$ cat src/rtl/rcc_reg_pkg.sv
// Shared definitions for the RCC register-bus target: FSM encoding, ID default,
// register index constants and the privileged-region boundary.
package rcc_reg_pkg;

    typedef enum logic [1:0] {
        ST_IDLE = 2'd0,
        ST_WAIT = 2'd1,
        ST_ACK  = 2'd2
    } state_e;

    localparam logic [63:0] ID_VAL_DEF = 64'h0000_0000_5243_4301;

    localparam int unsigned REG_IDX_ID = 0;
    localparam int unsigned CNT_W      = 4;
    localparam int unsigned ERRCNT_W   = 16;

    function automatic int unsigned errcnt_idx(input int unsigned nreg);
        return nreg - 1;
    endfunction

    // Upper half of the bank is writable only by the privileged master.
    function automatic logic is_protected(input int unsigned idx, input int unsigned nreg);
        return idx >= (nreg / 2);
    endfunction

endpackage

$ cat src/rtl/rcc_reg_tgt_if.sv
// Request/response bus between the RCC AHB-to-register bridge and its register target.
interface rcc_reg_tgt_if #(
    parameter int DW = 64,
    parameter int AW = 15
);
    localparam int WW = DW / 8;

    logic          mreq;
    logic          mwrite;
    logic [AW-1:0] maddr;
    logic [WW-1:0] mwstrb;
    logic [DW-1:0] mdata;
    logic          mmaster;
    logic [DW-1:0] sdata;
    logic          sready;
    logic          sresp;

    modport master (
        output mreq, mwrite, maddr, mwstrb, mdata, mmaster,
        input  sdata, sready, sresp
    );

    modport slave (
        input  mreq, mwrite, maddr, mwstrb, mdata, mmaster,
        output sdata, sready, sresp
    );

endinterface

$ cat src/rtl/rcc_reg_tgt_bank.sv
// RCC control/status register array: byte-strobed writes, read mux, flat export.
// With RCC_REG_TGT_ERRCNT_EN the last register is a saturating error counter.
module rcc_reg_tgt_bank
    import rcc_reg_pkg::*;
#(
    parameter int          DW     = 64,
    parameter int unsigned NREG   = 16,
    parameter logic [DW-1:0] ID_VAL = ID_VAL_DEF
) (
    input  logic                    hclk,
    input  logic                    hresetn,
    input  logic                    we,
    input  logic [$clog2(NREG)-1:0] idx,
    input  logic [DW/8-1:0]         wstrb,
    input  logic [DW-1:0]           wdata,
`ifdef RCC_REG_TGT_ERRCNT_EN
    input  logic                    err_inc,
`endif
    output logic [DW-1:0]           rdata,
    output logic [NREG*DW-1:0]      reg_q
);

    localparam int IW = $clog2(NREG);
    localparam int WW = DW / 8;

    for (genvar g = 0; g < NREG; g++) begin : g_reg
        if (g == REG_IDX_ID) begin : g_id
            assign reg_q[g*DW +: DW] = ID_VAL;
        end
`ifdef RCC_REG_TGT_ERRCNT_EN
        else if (g == errcnt_idx(NREG)) begin : g_errcnt
            logic [ERRCNT_W-1:0] cnt_q;

            always_ff @(posedge hclk or negedge hresetn) begin
                if (!hresetn) begin
                    cnt_q <= '0;
                end else if (err_inc && (cnt_q != {ERRCNT_W{1'b1}})) begin
                    cnt_q <= cnt_q + 1'b1;
                end
            end

            assign reg_q[g*DW +: DW] = {{(DW-ERRCNT_W){1'b0}}, cnt_q};
        end
`endif
        else begin : g_rw
            logic [DW-1:0] r_q;

            always_ff @(posedge hclk or negedge hresetn) begin
                if (!hresetn) begin
                    r_q <= '0;
                end else if (we && (idx == IW'(g))) begin
                    for (int b = 0; b < WW; b++) begin
                        if (wstrb[b]) begin
                            r_q[b*8 +: 8] <= wdata[b*8 +: 8];
                        end
                    end
                end
            end

            assign reg_q[g*DW +: DW] = r_q;
        end
    end

    always_comb begin
        rdata = reg_q[idx*DW +: DW];
    end

endmodule

$ cat src/rtl/rcc_reg_tgt.sv
// RCC register-bus target: wait-state FSM, error decode and response registers
// around the register bank. Optional feature macro: RCC_REG_TGT_ERRCNT_EN.
//
// state   | meaning
// ST_IDLE | no transfer in flight, waiting for mreq
// ST_WAIT | wait-state countdown, request held stable by the initiator
// ST_ACK  | sready pulse; sdata/sresp valid, any write already committed
module rcc_reg_tgt
    import rcc_reg_pkg::*;
#(
    parameter int            DW     = 64,
    parameter int            AW     = 15,
    parameter int unsigned   NREG   = 16,
    parameter int unsigned   WAIT   = 1,
    parameter logic [DW-1:0] ID_VAL = ID_VAL_DEF
) (
    input  logic               hclk,
    input  logic               hresetn,
    rcc_reg_tgt_if.slave       bus,
    output logic [NREG*DW-1:0] reg_q
);

    localparam int IW = $clog2(NREG);
    localparam logic [CNT_W-1:0] WAIT_LD = (WAIT > 0) ? CNT_W'(WAIT - 1) : '0;

    state_e           state_q;
    state_e           state_nxt;
    logic [CNT_W-1:0] cnt_q;
    logic [CNT_W-1:0] cnt_nxt;

    logic [IW-1:0]    idx;
    logic             addr_oob;
    logic             wr_denied;
    logic             err;
    logic             enter_ack;
    logic             bank_we;
    logic [DW-1:0]    rdata;
    logic [DW-1:0]    sdata_q;
    logic             sresp_q;

    always_ff @(posedge hclk or negedge hresetn) begin
        if (!hresetn) begin
            state_q <= ST_IDLE;
            cnt_q   <= '0;
        end else begin
            state_q <= state_nxt;
            cnt_q   <= cnt_nxt;
        end
    end

    // ACK reuses the IDLE rule so a held mreq starts the next transfer at once.
    always_comb begin
        state_nxt = state_q;
        cnt_nxt   = cnt_q;
        case (state_q)
            ST_IDLE, ST_ACK: begin
                if (bus.mreq) begin
                    if (WAIT > 0) begin
                        state_nxt = ST_WAIT;
                        cnt_nxt   = WAIT_LD;
                    end else begin
                        state_nxt = ST_ACK;
                    end
                end else begin
                    state_nxt = ST_IDLE;
                end
            end
            ST_WAIT: begin
                if (cnt_q == '0) begin
                    state_nxt = ST_ACK;
                end else begin
                    cnt_nxt = cnt_q - 1'b1;
                end
            end
            default: begin
                state_nxt = ST_IDLE;
                cnt_nxt   = '0;
            end
        endcase
    end

    always_comb begin
        idx       = bus.maddr[IW-1:0];
        addr_oob  = bus.maddr >= AW'(NREG);
        wr_denied = (idx == IW'(REG_IDX_ID))
                 || (bus.mmaster && is_protected(32'(idx), NREG));
`ifdef RCC_REG_TGT_ERRCNT_EN
        wr_denied = wr_denied || (idx == IW'(errcnt_idx(NREG)));
`endif
        err       = addr_oob || (bus.mwrite && wr_denied);
        enter_ack = (state_nxt == ST_ACK);
        bank_we   = enter_ack && bus.mwrite && !err;
    end

    // Response data is captured on the edge entering ACK and held afterwards.
    always_ff @(posedge hclk or negedge hresetn) begin
        if (!hresetn) begin
            sdata_q <= '0;
            sresp_q <= 1'b0;
        end else begin
            sresp_q <= enter_ack && err;
            if (enter_ack) begin
                sdata_q <= err ? '0 : rdata;
            end
        end
    end

    assign bus.sready = (state_q == ST_ACK);
    assign bus.sresp  = sresp_q;
    assign bus.sdata  = sdata_q;

    rcc_reg_tgt_bank #(
        .DW     (DW),
        .NREG   (NREG),
        .ID_VAL (ID_VAL)
    ) u_bank (
        .hclk    (hclk),
        .hresetn (hresetn),
        .we      (bank_we),
        .idx     (idx),
        .wstrb   (bus.mwstrb),
        .wdata   (bus.mdata),
`ifdef RCC_REG_TGT_ERRCNT_EN
        .err_inc (enter_ack && err),
`endif
        .rdata   (rdata),
        .reg_q   (reg_q)
    );

endmodule

$ cat src/flat_wrapper.sv
// flat-port wrapper written by rule: the top's interface ports become plain ports
module rcc_reg_tgt_flat import rcc_reg_pkg::*;
#(
    parameter int            DW     = 64,
    parameter int            AW     = 15,
    parameter int unsigned   NREG   = 16,
    parameter int unsigned   WAIT   = 1,
    parameter logic [DW-1:0] ID_VAL = ID_VAL_DEF
)
  (hclk, hresetn, reg_q, bus_mreq, bus_mwrite, bus_maddr, bus_mwstrb, bus_mdata, bus_mmaster, bus_sdata, bus_sready, bus_sresp);
  rcc_reg_tgt_if #(.DW(DW), .AW(AW)) bus_i ();
  input  logic hclk;
  input  logic hresetn;
  output logic [NREG*DW-1:0] reg_q;
  input wire logic [$bits(bus_i.mreq)-1:0] bus_mreq;
  input wire logic [$bits(bus_i.mwrite)-1:0] bus_mwrite;
  input wire logic [$bits(bus_i.maddr)-1:0] bus_maddr;
  input wire logic [$bits(bus_i.mwstrb)-1:0] bus_mwstrb;
  input wire logic [$bits(bus_i.mdata)-1:0] bus_mdata;
  input wire logic [$bits(bus_i.mmaster)-1:0] bus_mmaster;
  output wire logic [$bits(bus_i.sdata)-1:0] bus_sdata;
  output wire logic [$bits(bus_i.sready)-1:0] bus_sready;
  output wire logic [$bits(bus_i.sresp)-1:0] bus_sresp;
  assign bus_i.mreq = bus_mreq;
  assign bus_i.mwrite = bus_mwrite;
  assign bus_i.maddr = bus_maddr;
  assign bus_i.mwstrb = bus_mwstrb;
  assign bus_i.mdata = bus_mdata;
  assign bus_i.mmaster = bus_mmaster;
  assign bus_sdata = bus_i.sdata;
  assign bus_sready = bus_i.sready;
  assign bus_sresp = bus_i.sresp;
  rcc_reg_tgt #(.DW(DW), .AW(AW), .NREG(NREG), .WAIT(WAIT), .ID_VAL(ID_VAL)) u_core (.hclk(hclk), .hresetn(hresetn), .bus(bus_i), .reg_q(reg_q));
endmodule
$ cat config.mk
export PLATFORM = sky130hd
export DESIGN_NAME = rcc_reg_tgt_flat
export DESIGN_NICKNAME = d
export VERILOG_FILES = /design/src/rtl/rcc_reg_pkg.sv /design/src/rtl/rcc_reg_tgt_if.sv /design/src/rtl/rcc_reg_tgt_bank.sv /design/src/rtl/rcc_reg_tgt.sv /design/src/flat_wrapper.sv
export SDC_FILE = /design/constraint.sdc
export NUM_CORES = 2
export LEC_CHECK = 0
export ABC_CLOCK_PERIOD_IN_PS = 5300
export CORE_AREA = 4 4 452 454
export DETAILED_ROUTE_END_ITERATION = 6
export DIE_AREA = 0 0 456 458
export HOLD_SLACK_MARGIN = 0.06
export PLACE_DENSITY_LB_ADDON = 0.1
export SYNTH_ARGS = -nofsm -noshare
export SYNTH_HDL_FRONTEND = slang
export SYNTH_SLANG_ARGS = --single-unit
$ cat constraint.sdc
create_clock -name hclk -period 5.3 [get_ports hclk]
set_clock_uncertainty 0.2 [all_clocks]
set_input_delay 0.53 -clock hclk [delete_from_list [all_inputs] [get_ports hclk]]
set_output_delay 0.53 -clock hclk [all_outputs]
set_load 0.01 [all_outputs]
# Word-level counts from Yosys, hierarchy flattened
# Index checks and enable logic that the tools add are counted.
# totals
ff_bits	1031
input_bits	92
output_inout_bits	1090
wordCells	303
# classes
add_sub_neg	1
n_lt_le_gt_ge	2
eq_ne	20
n_shift	1
mux	7
reduce_logical	148
# ops
op	count
indexed part select 1024 x 11 -> 64 bit	1
AND reduction 2 bit	121
2-to-1 mux 64 bit	1
equality test 4 bit (second input constant)	8
logical AND 1 bit	20
equality test 4 x 3 -> 1 bit (second input constant)	4
>= comparator 15 x 5 -> 1 bit (second input constant)	1
equality test 4 x 2 -> 1 bit (second input constant)	2
zero test 4 bit	2
2-to-1 mux 4 bit	2
case mux 4 bit (2 select lines)	1
equality test 2 bit (second input constant)	2
equality test 4 x 1 -> 1 bit (second input constant)	1
>= comparator 4 bit (second input constant)	1
!= test 2 bit (second input constant)	2
case mux 2 bit (2 select lines)	1
subtractor 4 x 1 -> 4 bit (second input constant)	1
equality test 2 x 1 -> 1 bit (second input constant)	1
zero test 2 bit	1
logical OR 1 bit	2
2-to-1 mux 2 bit	1
OR reduction 2 bit	1
zero test 1 bit	1
2-to-1 mux 1 bit	1

# Depth between registers and ports, before layout
# depth
depth_word	9
ltp_mapped	11
depth_no_buf	7

# Hierarchy
# A second synthesis with hierarchy kept.
# unflattened
cells_unflattened	3216
hier_area_um2	47893.4
# by_module_without_submodules
module	instances	cells_each	area_per_inst_um2	seq_area_each_um2
rcc_reg_tgt_bank	1	2959	44780.4	24023.0
rcc_reg_tgt	1	257	3113.0	1776.7

# Least setup slack after synthesis
# No wires, ideal clock.
# synth_path
path_kind	reg2reg
from	register u_core.cnt_q[0]
to	register u_core.u_bank.g_reg[11].g_rw.r_q[15]
setup_time_ps	125
arrival_ps	2431
required_time_ps	4975
path_slack_ps	2544
path_stages_with_launch	10
n_path_buf	3
period_less_slack_ps	2756
path_cell_list	dfrtp_1 > inv_1 > ha_1 > or3b_4 > nand2b_1 > buf_2 > buf_6 > buf_6 > nor4_4 > mux2_2
# synth_via
elab_chain_len	8
# synth_rtl
element	line	rtl
from (decl)	rcc_reg_tgt.sv:28	logic [CNT_W-1:0] cnt_q;
from (signal assigned)	rcc_reg_tgt.sv:47	cnt_q <= cnt_nxt;
zero test 4 bit	rcc_reg_tgt.sv:69	if (cnt_q == '0) begin
2-to-1 mux 2 bit	rcc_reg_tgt.sv:69	
case mux 2 bit (2 select lines)	rcc_reg_tgt.sv:55	case (state_q)
equality test 2 bit	rcc_reg_tgt.sv:91	enter_ack = (state_nxt == ST_ACK);
logical AND 1 bit (2 in a row)	rcc_reg_tgt.sv:92	bank_we = enter_ack && bus.mwrite && !err;
logical AND 1 bit	rcc_reg_tgt_bank.sv:51	end else if (we && (idx == IW'(g))) begin
AND reduction 2 bit (no line)	-	
to (signal, indexed assignment)	rcc_reg_tgt_bank.sv:54	r_q[b*8 +: 8] <= wdata[b*8 +: 8];
to (decl)	rcc_reg_tgt_bank.sv:46	logic [DW-1:0] r_q;
# No other way between the ends.
# A chain may end at the register's enable or synchronous reset.

# Worst setup path in the final report
# layout_path
from	register u_core.cnt_q[0]
to	register u_core.u_bank.g_reg[7].g_rw.r_q[43]
# layout_via
elab_chain_len	8
# layout_rtl
element	line
zero test 4 bit	rcc_reg_tgt.sv:69
2-to-1 mux 2 bit	rcc_reg_tgt.sv:69
case mux 2 bit (2 select lines)	rcc_reg_tgt.sv:55
equality test 2 bit	rcc_reg_tgt.sv:91
logical AND 1 bit (2 in a row)	rcc_reg_tgt.sv:92
logical AND 1 bit	rcc_reg_tgt_bank.sv:51
AND reduction 2 bit (no line)	-
to (signal, indexed assignment)	rcc_reg_tgt_bank.sv:54
to (decl)	rcc_reg_tgt_bank.sv:46
# No other way between the ends.

==> metrics <==
drt wl/cell=approximately 33 um; maximum buffer depth of the clock tree=3; # Post-CTS Setup Buffers=0; core area=200,000 um^2; CTS Buf Count=134; Synth top area share=roughly half; drt first-iter violations=2,279; leading area contributor after synthesis=dfrtp_1; Leak=30.7 nW; main combinational cell family by area after synthesis=multiplexers; worst min-delay path category=in -> reg; XOR/XNOR Fraction of Synth Area=0%; max layer used=met4; vias in the first global route=37,900; final hold vios=0; CP arrival=around 4.4 ns; Main synth FF type=dfrtp_1; Clk pin slew, worst setup/hold paths=0.06 ns; Worst setup SP type=flop; initial antenna violation count=12; R2R cell count=7; Die H=approximately 460 um; run status=finished, final reports clean; Die ar.=209,000 um^2; CTS sink count=roughly 1,000; Setup crit end kind=flop; Post-CTS Resized=0; Routed met2 length=approximately 120 mm; ys async rst share=100%; fin. max-slew vios=0; RePlAce Congestion=0.799; wire length on met3=~16 mm; P per Cell Area=261 nW/um^2; Synth Area in Adders=0.0504%; Worst slew margin=approximately a fifth; Via Count=35,900; sequential fraction of the synthesis area=between 50% and 60%; commonest non-fill, non-tap cell in the layout=clkdlybuf4s50_1; clk root buf=clkbuf_16; placed cell areas=64,300 um^2; total negative slack=0 ns; initial core utilization=24.9%; layout cell share with drive strength beyond 1=34.2%; overall routing resource usage=22.9%; post-synthesis mux area share=a little under a third; Syn Inst Count=3,469; post-synthesis cell type count=50; fin crit period=3.99 ns; Compound-Gate Fraction of Synth Area=4.60%; global route overflow=0; I/O pin count=1,182; row cnt=164; Detailed Place HPWL=177 mm; most frequent cells in the layout=clkdlybuf4s50_1, dfrtp_1, mux2_2; fmax=251 MHz; CP max FO=31; DRC=0; simple-gate area share of the yosys netlist=8.81%; final setup vio count=0; non-filler instance count after layout=7,379; cell area after layout=68,600 um^2; Clock Latency Late Sink=a little under 0.8 ns; CTS tree=yes; Setup CP Type=reg -> reg; CP required=5.75 ns; port bufs=around 1,100; Cells after DPL=7,143; top post-synthesis cells by area=dfrtp_1, mux2_2, mux4_2, nor4_4, mux2i_1; M1 WL=slightly above 100 mm; Netlist Area Pre-Place=49,600 um^2; first-pass GRT wire length=between 300 and 400 mm; Seq cells post-synth=1,031; Post-Route WL=approximately 250 mm; nets=around 4,700; DR pass1 iterations=5; maxcap violations=0; synthesis-to-layout area growth=38.1%; final worst-path cycle share=approximately 75%; EDFF count, synth=0; Via-to-Cell Ratio=4.87; Least-Margin Pin Slew=1.21 ns; Worst VDD drop=0.191 mV; fill cell count=19,700; syn avg cell area=14.3 um^2; RSZ-0062 raised after global routing=no; H-tree Lvls=4; chip width=456 um; FF/Latch Area=25,800 um^2; # hold bufs at CTS=1; area of the multi-input gates=22,300 um^2; Final ANT Viol Nets=0; Min-Delay Path Depth=3; largest net degree at the start of global routing=153; synth warn=0
## stage by stage
step / hold WS [ns] / total power [mW] / util [%] / setup WS [ns]
floorplan: 0.0344 / 8.54 / - / 2.54
global placement: 0.260 / 9.12 / 32.2 / 0.950
detailed placement: 0.270 / 9.12 / 32.2 / 0.914
CTS: 0.0887 / 18.2 / 34.3 / 1.24
global route: 0.115 / 18.5 / 34.3 / 1.15
finish: 0.141 / 17.9 / 34.3 / 1.31
## flip-flops by register name (all words and copies together), names as in the netlist
register and count:
u_core.state_q 2, u_core.bus.sdata 64, u_core.cnt_q 4, u_core.bus.sresp 1, u_core.u_bank.g.g_rw.r_q 960
## layout make-up
| cell class | count | share of cell area, % |
|---|---|---|
| clock buffers | 195 | 5.70 |
| multi-input cells | 2126 | 32.5 |
| well taps | 2656 | 4.85 |
| clock inverters | 33 | 0.469 |
| diodes | 7 | 0.0256 |
| inverters | 49 | 0.272 |
| flip-flops and latches | 1031 | 37.6 |
| repair buffers | 1282 | 18.5 |
## cells by family (layout without fill, tap and decap cells)
kind of cell	after synthesis	after routing
mux	1254	1254
flops	1031	1031
simple gates	486	486
buf+inv	374	1559
compound gates	320	320
fa+ha+maj	2	2
other cells	2	71
## routing by layer
layer,up-vias,global-route usage [%]
li1,15200,-
met1,19300,27.8
met2,1159,39.9
met3,230,6.29
met4,0,6.15
met5,-,0
## cell usage after synthesis, drive strengths merged (2+ instances only)
cell / number
dfrtp: 1031
mux2: 983
buf: 177
nand2: 161
mux2i: 152
clkbuf: 148
nor4: 123
mux4: 119
o22ai: 96
a211oi: 86
inv: 49
o31ai: 49
nand3: 45
nor2b: 41
nor3: 36
a21oi: 21
nor2: 19
o221ai: 15
a32o: 14
a221oi: 13
and2: 12
o21ai: 12
nor3b: 11
and3b: 10
or3: 10
o211ai: 5
a2bb2oi: 4
and3: 3
and4b: 3
nand2b: 3
conb: 2
ha: 2
nor4bb: 2
or2: 2
or3b: 2
## critical path, stage by stage, from the launching register on
cell	delay, ns
dfrtp_1	0.40
inv_1	0.09
ha_1	0.16
or3b_4	0.41
nand2b_4	0.57
buf_4	0.54
nor4_4	1.05
mux2_2	0.42
## path summary, 6_finish.rpt
check                                     start                                   to  slack, ns
min in group asynchronous               hresetn  u_core.u_bank.g_reg[2].g_rw.r_q[46]       0.22
max                             u_core.cnt_q[0]  u_core.u_bank.g_reg[7].g_rw.r_q[43]       1.31
min reg2reg                u_core.bus.sdata[60]                 u_core.bus.sdata[60]       0.28
max in group asynchronous               hresetn  u_core.u_bank.g_reg[3].g_rw.r_q[12]       3.11
max reg2reg                     u_core.cnt_q[0]  u_core.u_bank.g_reg[7].g_rw.r_q[43]       1.31
min                                bus_maddr[3]                  u_core.bus.sdata[9]       0.14
## power breakdown
| group | switching, mW | internal (mW) | total [mW] |
|---|---|---|---|
| Sequential | 0.00167 | 7.88 | 7.88 |
| Combinational | 0.831 | 0.241 | 1.07 |
| Clock | 3.73 | 5.25 | 8.97 |
No activity file was read; power rests on OpenSTA's default activity.
